===== src/rtl/keypad_pkg.sv =====
// rtl/keypad_pkg.sv - key codes and entry FSM state type for keypad_operand_entry
package keypad_pkg;

  localparam logic [3:0] KEY_DIGIT_MAX = 4'd9;
  localparam logic [3:0] KEY_PLUS      = 4'd10;
  localparam logic [3:0] KEY_EQ        = 4'd11;
  localparam logic [3:0] KEY_CLR       = 4'd12;

  typedef enum logic [1:0] {ENTER_A, ENTER_B, SEND} entry_state_t;

endpackage


===== src/rtl/key_debounce.sv =====
// rtl/key_debounce.sv - turns scanner key_flag/key_code hits into one strobe per press
module key_debounce #(
  parameter int PRESS_HITS     = 3,
  parameter int RELEASE_CYCLES = 8192
) (
  input  logic       clk_in,
  input  logic       rst_n,
  input  logic       key_flag,
  input  logic [4:0] key_code,
  output logic       key_strobe,
  output logic [3:0] key_last
);

  localparam int HW = $clog2(PRESS_HITS + 1);
  localparam int RW = $clog2(RELEASE_CYCLES + 1);

  logic          flag_q, flag_d;
  logic          locked_q, locked_d;
  logic [4:0]    cand_q, cand_d;
  logic [HW-1:0] hit_cnt_q, hit_cnt_d;
  logic [RW-1:0] rel_cnt_q, rel_cnt_d;
  logic          strobe_q, strobe_d;
  logic [3:0]    last_q, last_d;

  always_comb begin
    flag_d    = key_flag;
    rel_cnt_d = rel_cnt_q;
    locked_d  = locked_q;
    cand_d    = cand_q;
    hit_cnt_d = hit_cnt_q;
    strobe_d  = 1'b0;
    last_d    = last_q;

    if (key_flag) begin
      rel_cnt_d = '0;
    end else if (rel_cnt_q != RW'(RELEASE_CYCLES)) begin
      rel_cnt_d = rel_cnt_q + RW'(1);
    end

    // Release can never coincide with a hit: any key_flag cycle zeroes rel_cnt_d.
    if (rel_cnt_d == RW'(RELEASE_CYCLES)) begin
      locked_d  = 1'b0;
      cand_d    = '0;
      hit_cnt_d = '0;
    end

    if (key_flag && !flag_q && !locked_q) begin
      if (key_code == cand_q) begin
        hit_cnt_d = hit_cnt_q + HW'(1);
      end else begin
        cand_d    = key_code;
        hit_cnt_d = HW'(1);
      end
      if (hit_cnt_d == HW'(PRESS_HITS)) begin
        strobe_d = 1'b1;
        last_d   = cand_d[3:0];
        locked_d = 1'b1;
      end
    end
  end

  always_ff @(posedge clk_in) begin
    if (!rst_n) begin
      flag_q    <= 1'b0;
      locked_q  <= 1'b0;
      cand_q    <= '0;
      hit_cnt_q <= '0;
      rel_cnt_q <= '0;
      strobe_q  <= 1'b0;
      last_q    <= '0;
    end else begin
      flag_q    <= flag_d;
      locked_q  <= locked_d;
      cand_q    <= cand_d;
      hit_cnt_q <= hit_cnt_d;
      rel_cnt_q <= rel_cnt_d;
      strobe_q  <= strobe_d;
      last_q    <= last_d;
    end
  end

  assign key_strobe = strobe_q;
  assign key_last   = last_q;

endmodule


===== src/rtl/keypad_operand_entry.sv =====
// rtl/keypad_operand_entry.sv - assembles decimal operands A/B from key presses for the adder
module keypad_operand_entry
  import keypad_pkg::*;
#(
  parameter int WIDTH          = 8,
  parameter int PRESS_HITS     = 3,
  parameter int RELEASE_CYCLES = 8192
) (
  input  logic             clk_in,
  input  logic             rst_n,
  input  logic             key_flag,
  input  logic [4:0]       key_code,
  output logic [WIDTH-1:0] op_a,
  output logic [WIDTH-1:0] op_b,
  output logic             op_valid,
  input  logic             op_ready,
  output logic [WIDTH-1:0] entry_value,
  output logic             entry_sel,
  output logic             key_strobe,
  output logic [3:0]       key_last,
  output logic             ovf_err
);

  entry_state_t     state_q, state_d;
  logic [WIDTH-1:0] a_q, a_d;
  logic [WIDTH-1:0] b_q, b_d;
  logic             ovf_q, ovf_d;
  logic [WIDTH-1:0] cur;
  logic [WIDTH+3:0] cur_w, next_val;
  logic             overflow;

  key_debounce #(
    .PRESS_HITS     (PRESS_HITS),
    .RELEASE_CYCLES (RELEASE_CYCLES)
  ) u_debounce (
    .clk_in     (clk_in),
    .rst_n      (rst_n),
    .key_flag   (key_flag),
    .key_code   (key_code),
    .key_strobe (key_strobe),
    .key_last   (key_last)
  );

  always_comb begin
    cur      = (state_q == ENTER_A) ? a_q : b_q;
    cur_w    = {4'b0, cur};
    next_val = (cur_w << 3) + (cur_w << 1) + {{WIDTH{1'b0}}, key_last};
    overflow = next_val > {4'b0, {WIDTH{1'b1}}};

    state_d = state_q;
    a_d     = a_q;
    b_d     = b_q;
    ovf_d   = 1'b0;

    case (state_q)
      ENTER_A, ENTER_B: begin
        if (key_strobe) begin
          if (key_last <= KEY_DIGIT_MAX) begin
            if (overflow) begin
              ovf_d = 1'b1;
            end else if (state_q == ENTER_A) begin
              a_d = next_val[WIDTH-1:0];
            end else begin
              b_d = next_val[WIDTH-1:0];
            end
          end else if (key_last == KEY_PLUS && state_q == ENTER_A) begin
            state_d = ENTER_B;
            b_d     = '0;
          end else if (key_last == KEY_EQ && state_q == ENTER_B) begin
            state_d = SEND;
          end else if (key_last == KEY_CLR) begin
            state_d = ENTER_A;
            a_d     = '0;
            b_d     = '0;
          end
        end
      end
      SEND: begin
        if (op_ready) begin
          state_d = ENTER_A;
          a_d     = '0;
          b_d     = '0;
        end
      end
      default: state_d = ENTER_A;
    endcase
  end

  always_ff @(posedge clk_in) begin
    if (!rst_n) begin
      state_q <= ENTER_A;
      a_q     <= '0;
      b_q     <= '0;
      ovf_q   <= 1'b0;
    end else begin
      state_q <= state_d;
      a_q     <= a_d;
      b_q     <= b_d;
      ovf_q   <= ovf_d;
    end
  end

  assign op_a        = a_q;
  assign op_b        = b_q;
  assign op_valid    = (state_q == SEND);
  assign entry_value = (state_q == ENTER_A) ? a_q : b_q;
  assign entry_sel   = (state_q != ENTER_A);
  assign ovf_err     = ovf_q;

endmodule

===== config.mk =====
export PLATFORM = sky130hd
export DESIGN_NAME = keypad_operand_entry
export DESIGN_NICKNAME = d
export VERILOG_FILES = /design/src/rtl/keypad_pkg.sv /design/src/rtl/key_debounce.sv /design/src/rtl/keypad_operand_entry.sv
export SDC_FILE = /design/constraint.sdc
export NUM_CORES = 1
export LEC_CHECK = 0
export CAP_MARGIN = 20
export CORE_UTILIZATION = 35
export DETAILED_ROUTE_END_ITERATION = 10
export HOLD_SLACK_MARGIN = 0.08
export SLEW_MARGIN = 20
export SYNTH_ARGS = -nofsm -noshare
export SYNTH_HDL_FRONTEND = slang
export SYNTH_SLANG_ARGS = --single-unit

===== constraint.sdc =====
create_clock -name clk_in -period 7.5 [get_ports clk_in]
set_clock_uncertainty 0.15 [all_clocks]
set_input_delay 1.5 -clock clk_in [delete_from_list [all_inputs] [get_ports clk_in]]
set_output_delay 1.5 -clock clk_in [all_outputs]
set_load 0.01 [all_outputs]

==> summary.md, run 1 <==
| Metric | Value |
|---|---|
| Vias in the first global route | 2137 |
| Setup TNS | 0 ns |
| Total CTS buffers | 5 |
| Total wire length | 6070 um |
| CTS sink cnt | between 40 and 50 |
| Maxcap violations | 0 |
| Worst EP arrival | ~4.1 ns |
| Setup crit start kind | primary input |
| Synth-to-Final Area Change | 21.4% |
| Num ports | 41 |
| Synth warnings | 0 |
| Die Ht | slightly above 90 um |
| Total die area | 8210 um^2 |
| Final Hold Viols | 0 |
| Flop pwr share | a little over half |
| Rows | 31 |
| Worst Tran Pin Value | 0.831 ns |
| Port bufs | 40 |
| Kind of end point of the critical path | register |
| Drt pass-1 iters | 4 |
| Main synth FF type | dfxtp_1 |
| Post-DP HPWL | 4570 um |
| Slew Limit Fails | 0 |
| Ant. Diodes | 0 |
| Hold WC Path Type | reg2reg |
| Clock Power Share | approximately two fifths |
| Power per cell area | roughly 140 nW/um^2 |
| Largest net degree at the start of global routing | 24 |
| GRT Util Overall | 15.7% |
| Syn nets | approximately 330 |
| Logic pwr share | 5.3% |
| Post-CTS Setup Inserts | 0 |
| Tcrit/Tclk final | a little over half |
| Initial Utilization | between 30% and 40% |
| Net switching power | 105 uW |
| Top Layer Used | met4 |
| Global-route wire length before repair | between 10000 and 15000 um |
| Kind of critical path | in2reg |
| Minimum clock period | slightly below 4 ns |
| WL met2 | 2730 um |
| RSZ-0062 raised after global routing | no |
| Fill cell count | about 700 |
| Setup violators final | 0 |
| Reg clk slew, reported paths | 0.09 ns |
| Later-pin clock latency in the skew report | about 0.3 ns |
| Hold buffer count at CTS | 0 |
| Routed wire length per instance | 13.7 um |
| Htree depth | 2 |
| Vias post-DR | about 2.3k |
| Met3 routed WL | 226 um |
| CORE AREA | around 7400 um^2 |
| Clk root buf | clkbuf_8 |
| ANT nets after route | 0 |
| Slew headroom | 44.4% |
| Yosys reg bits | 47 |
| Post-CTS sizing | 0 |
| Leakage | 0.00143 uW |
| Clock Path Buffers | 2 |
| Switching share of power | 22.5% |
| Met1 WL | 3040 um |
| FMAX | about 250 MHz |
| Initial antenna violation count | 0 |
| Power Total | roughly 470 uW |
| GR Overflow Total | 0 |
| Post-synth EDFFs | 0 |
| Remaining DRCs | 0 |
| Synthesized instance count | 306 |
| Worst-path fanout max | 23 |
| CTS tree | done |
| DR iter-0 viols | 90 |
| Status | complete, no violations |
| Cell Area, Synth | 2750 um^2 |
| Sequential share of the synthesized area | 34.2% |
| Vias per inst | 5.09 |
| Internal cell power | roughly 360 uW |
| Async SR Flop Fraction | 0% |
| Gpl congestion | 0.818 |
| Die width | 90.6 um |
| Synth cell types | 49 |
| Final net count | approximately 370 |
| Mean area per synthesized cell | 8.98 um^2 |
| Peak VDD IR | 0.0633 mV |
| Required time worst endpoint | 7.59 ns |
| Layout cells sized above 1 | 6.69% |
area by class of cell:
type | instances | area, um^2 | share of cell area [%]
clock buffers | 6 | 72.6 | 2.18
inverters | 15 | 56.3 | 1.69
well taps | 99 | 124 | 3.71
flip-flops and latches | 47 | 941 | 28.2
multi-input cells | 235 | 1710 | 51.3
repair buffers | 40 | 400 | 12.0
clock inverters | 1 | 30.0 | 0.900
worst paths after layout:
kind | start | to | slack (ns) | cells after the start
setup / recovery | rst_n | u_debounce.cand_q[0] | 3.54 | 6
hold / removal | u_debounce.locked_q | u_debounce.locked_q | 0.32 | 1
setup reg to reg | state_q[0] | op_b[6] | 3.65 | 11
hold reg to reg | u_debounce.locked_q | u_debounce.locked_q | 0.32 | 1
cells in the final DEF (no fill, tap or decap), drive strengths merged, types with 4 or more instances in the layout:
cell	n
nor2	32
nand4	8
a21oi	14
xnor2	11
clkdlybuf4s50	40
nand2	36
inv	15
mux2	7
ha	17
nor2b	4
nor3	6
clkbuf	6
nand2b	4
o21ai	5
dfxtp	47
a21o	4
mux2i	21
nand3	10
xor2	14
a22o	5
synthesized netlist by cell type (2+ instances only):
| cell type | count | share of area (%) |
|---|---|---|
| dfxtp_1 | 47 | 34 |
| nand2_1 | 34 | 4.6 |
| nor2_1 | 31 | 4.2 |
| mux2i_1 | 21 | 7.7 |
| ha_1 | 17 | 7.7 |
| inv_1 | 15 | 2.0 |
| a21oi_1 | 14 | 2.6 |
| xor2_1 | 14 | 4.5 |
| xnor2_1 | 11 | 3.5 |
| nand3_1 | 10 | 1.8 |
| nand4_1 | 8 | 1.8 |
| mux2_2 | 7 | 2.9 |
| a22o_1 | 5 | 1.6 |
| clkbuf_1 | 5 | 0.68 |
| nor3_1 | 5 | 0.91 |
| o21ai_0 | 5 | 0.91 |
| buf_2 | 4 | 0.73 |
| nand2b_1 | 4 | 0.91 |
| nor2b_1 | 4 | 0.91 |
| a21o_1 | 3 | 0.82 |
| and2_1 | 3 | 0.68 |
| and4_1 | 3 | 0.96 |
| nor4_1 | 3 | 0.68 |
| a31o_1 | 2 | 0.64 |
| and3_1 | 2 | 0.46 |
| and4b_1 | 2 | 0.73 |
| fa_1 | 2 | 1.5 |
| nand2_4 | 2 | 0.82 |
| nand4b_1 | 2 | 0.64 |
| or3_1 | 2 | 0.46 |
sequential cells by signal, indices dropped and copies added, names as in the netlist:
| name | count |
|---|---|
| state_q | 2 |
| u_debounce.rel_cnt_q | 14 |
| op_a | 8 |
| u_debounce.key_last | 4 |
| op_b | 8 |
| u_debounce.locked_q | 1 |
| u_debounce.cand_q | 5 |
| u_debounce.key_strobe | 1 |
| ovf_err | 1 |
| u_debounce.flag_q | 1 |
| u_debounce.hit_cnt_q | 2 |
routing by layer:
| layer | track usage [%] | vias to the layer above |
|---|---|---|
| met1 | 21.0 | 1044 |
| met3 | 2.36 | 8 |
| met2 | 25.8 | 47 |
| li1 | - | 1156 |
| met4 | 4.84 | 0 |
| met5 | 0 | - |
worst max-delay path, stage by stage:
cell and delay (ns):
clkdlybuf4s50_1 1.01, nand2b_1 0.51, a311oi_1 0.37, a21oi_1 0.10, a21oi_1 0.36, a22o_1 0.20
cell families after synthesis:
family / synth area share (%)
AO/OA/AOI/OAI: 12.1
flip-flops: 34.2
adder cells (fa/ha/maj): 9.20
buffers and inverters: 3.46
AND/OR/NAND/NOR: 22.5
XOR/XNOR: 7.97
multiplexers: 10.5
per-stage QoR:
stage	cells	setup slack, ns	utilization (%)	hold WS [ns]	cell area, um^2
final	443	3.54	45.0	0.322	3340
after global routing	443	3.26	45.0	0.342	3340
after CTS	443	3.54	45.0	0.323	3340
after detailed placement	436	3.23	43.6	0.301	3230
after global placement	436	3.33	43.6	0.297	3230
after floorplan	306	4.00	-	0.277	2750
power by group through the flow:
stage	Clock [uW]	Combinational, uW	Sequential, uW
after floorplan	0	15.6	261
after global placement	0	24.1	262
after detailed placement	0	24.7	262
after CTS	188	24.7	256
after global routing	198	27.7	257
final	186	24.5	256
No activity file was read; power rests on OpenSTA's default activity.
==> run 2, diff against run 1 <==
==> constraint.sdc (replaced) <==
create_clock -name clk_in -period 4 [get_ports clk_in]
set_clock_uncertainty 0.15 [all_clocks]
set_input_delay 0.8 -clock clk_in [delete_from_list [all_inputs] [get_ports clk_in]]
set_output_delay 0.8 -clock clk_in [all_outputs]
set_load 0.01 [all_outputs]
==> run 2 against run 1 <==
Effect of this change: non-clock buffer count up 1; count of clock-buffer cells in the layout unchanged; design area rose by 0.23%; sequential share of layout area shrank 0.063 points; critical path depth up 5; critical path type is now reg2reg.
==> summary.md, run 2 (synthesized netlist as in run 1, its figures left out) <==
| Metric | Value |
|---|---|
| Status | complete, no violations |
| DR iter-0 viols | 89 |
| Later-pin clock latency in the skew report | 0.30 ns |
| Max incr delay on CP | about 0.50 ns |
| FF/Latch Area | 941 um^2 |
| Slew Limit Fails | 0 |
| Total CTS buffers | 5 |
| Vias per inst | 5.06 |
| Reg clk slew, reported paths | 0.09 ns |
| WHS | 0.316 ns |
| Power Total | a little under 900 uW |
| Largest register FFs | 14 |
| Worst-path fanout max | 9 |
| Post-DP HPWL | 4620 um |
| RSZ-0062 raised after global routing | no |
| Post-CTS Setup Inserts | 0 |
| Initial Utilization | 37.1% |
| Crit path cell chain | nor2_4 > mux2_2 > fa_1 > ha_1 > a21o_1 > a221oi_2 > a21oi_1 > o32a_1 > o211ai_4 > nand2_4 > mux2i_1 |
| Commonest non-fill, non-tap cell in the layout | dfxtp_1 |
| GR Overflow Total | 0 |
| FMAX | 267 MHz |
| Peak VDD IR | 0.160 mV |
| Total die area | 8210 um^2 |
| GRT Util Overall | between 15 and 20% |
| CTS sink cnt | 47 |
| Setup TNS | 0 ns |
| Maxcap violations | 0 |
| Fill cell count | 733 |
| Slew headroom | 56.0% |
| Required time worst endpoint | 4.03 ns |
| Most frequent cells in the layout | dfxtp_1 (47), clkdlybuf4s50_1 (40), nand2_1 (34) |
| Placed Cells | 437 |
| Kind of critical path | reg2reg |
| CTS tree | done |
| Synth-to-Final Area Change | 21.7% |
| Die Ht | a little over 90 um |
| CORE AREA | 7410 um^2 |
| Htree depth | 2 |
| Setup violators final | 0 |
| Gpl congestion | slightly below 0.8 |
| Final Hold Viols | 0 |
| Worst EP arrival | 3.78 ns |
| Drt pass-1 iters | 4 |
| Final cell count without fillers | approximately 440 |
| Initial antenna violation count | 0 |
| Rows | 31 |
| Num ports | just over 40 |
| Multi-input gate area | approximately 1700 um^2 |
| Largest register by flop count | u_debounce.rel_cnt_q |
| Worst Tran Pin Value | 0.653 ns |
| Clock Path Buffers | 2 |
| Final net count | 373 |
| Setup crit start kind | register |
| Vias post-DR | 2245 |
| R2R Setup Slk | 0.25 ns |
| Pre-CTS setup slack | 0.258 ns |
| Clk root buf | clkbuf_8 |
| ANT nets after route | 0 |
| Setup WS post-layout | ~0.25 ns |
| Post-CTS sizing | 0 |
| Tcrit/Tclk final | 93.7% |
| Leakage | between 0.001 and 0.0015 uW |
| CP delay by family, top | compound AO/OA/AOI/OAI gates |
| Vias in the first global route | 2171 |
| Critical Path Slowest Stage Cell | fa_1 |
| Largest net degree at the start of global routing | 23 |
| Total wire length | 6020 um |
| Layout cells sized above 1 | roughly 7.0% |
| Ant. Diodes | 0 |
| CP bufs+invs | 0 |
| Kind of end point of the critical path | register |
| Remaining DRCs | 0 |
| Port bufs | 40 |
| Hold buffer count at CTS | 0 |
| Die width | 90.6 um |
| Routed wire length per instance | between 10 and 15 um |
| Power per cell area | ~260 nW/um^2 |
| Hold WC Path Type | reg2reg |
| Global-route wire length before repair | between 10000 and 15000 um |
| Minimum clock period | 3.75 ns |
-- run 2: cell count changes in the layout (fill, tap and decap cells not counted) --
cell | before | now
buf_4 | 0 | 1
-- run 2: area by class of cell --
type / instances / share of cell area [%]
flip-flops and latches: 47 / 28.1
repair buffers: 41 / 12.2
clock buffers: 6 / 2.17
inverters: 15 / 1.68
well taps: 99 / 3.71
multi-input cells: 235 / 51.2
clock inverters: 1 / 0.898
-- run 2: power breakdown --
group | switching (uW) | internal, uW | total, uW
sequential | 6.20 | 474 | 480
combinational | 24.7 | 21.7 | 46.5
clock | 155 | 183 | 338
total | 186 | 679 | 865
-- run 2: final timing paths --
| kind | startpoint | to | cells past startpoint |
|---|---|---|---|
| max | state_q[0] | op_b[4] | 11 |
| min | u_debounce.locked_q | u_debounce.locked_q | 1 |
| max reg2reg | state_q[0] | op_b[4] | 11 |
| min reg2reg | u_debounce.locked_q | u_debounce.locked_q | 1 |
-- run 2: metal layers --
layer  global-route usage, %  up-vias  share of wire (%)
li1                        -     1162                  -
met1                    20.1     1035                 50
met2                    25.4       46                 45
met3                    4.12        2                4.3
met4                    3.63        0               0.45
met5                       0        -                  0
-- run 2: worst reg2reg max path: stages (launching register included) --
cell and delay [ns]:
dfxtp_1 0.40, nor2_4 0.28, mux2_2 0.43, fa_1 0.51, ha_1 0.31, a21o_1 0.19, a221oi_2 0.35, a21oi_1 0.12
o32a_1 0.34, o211ai_4 0.25, nand2_4 0.16, mux2i_1 0.16
-- run 2: stage by stage --
step | util [%] | instance area (um^2)
after floorplan | - | 2750
after global placement | 43.7 | 3240
after detailed placement | 43.7 | 3240
after CTS | 45.1 | 3340
after global routing | 45.1 | 3340
final | 45.1 | 3340
==> run 3, diff against run 2 <==
--- a/config.mk
+++ b/config.mk
@@ -9,6 +9,7 @@
 export CORE_UTILIZATION = 35
 export DETAILED_ROUTE_END_ITERATION = 10
 export HOLD_SLACK_MARGIN = 0.08
+export SKIP_LAST_GASP = 1
 export SLEW_MARGIN = 20
 export SYNTH_ARGS = -nofsm -noshare
 export SYNTH_HDL_FRONTEND = slang
==> results of run 3 <==
The final DEF is identical to that of run 2; final timing and power are the same.
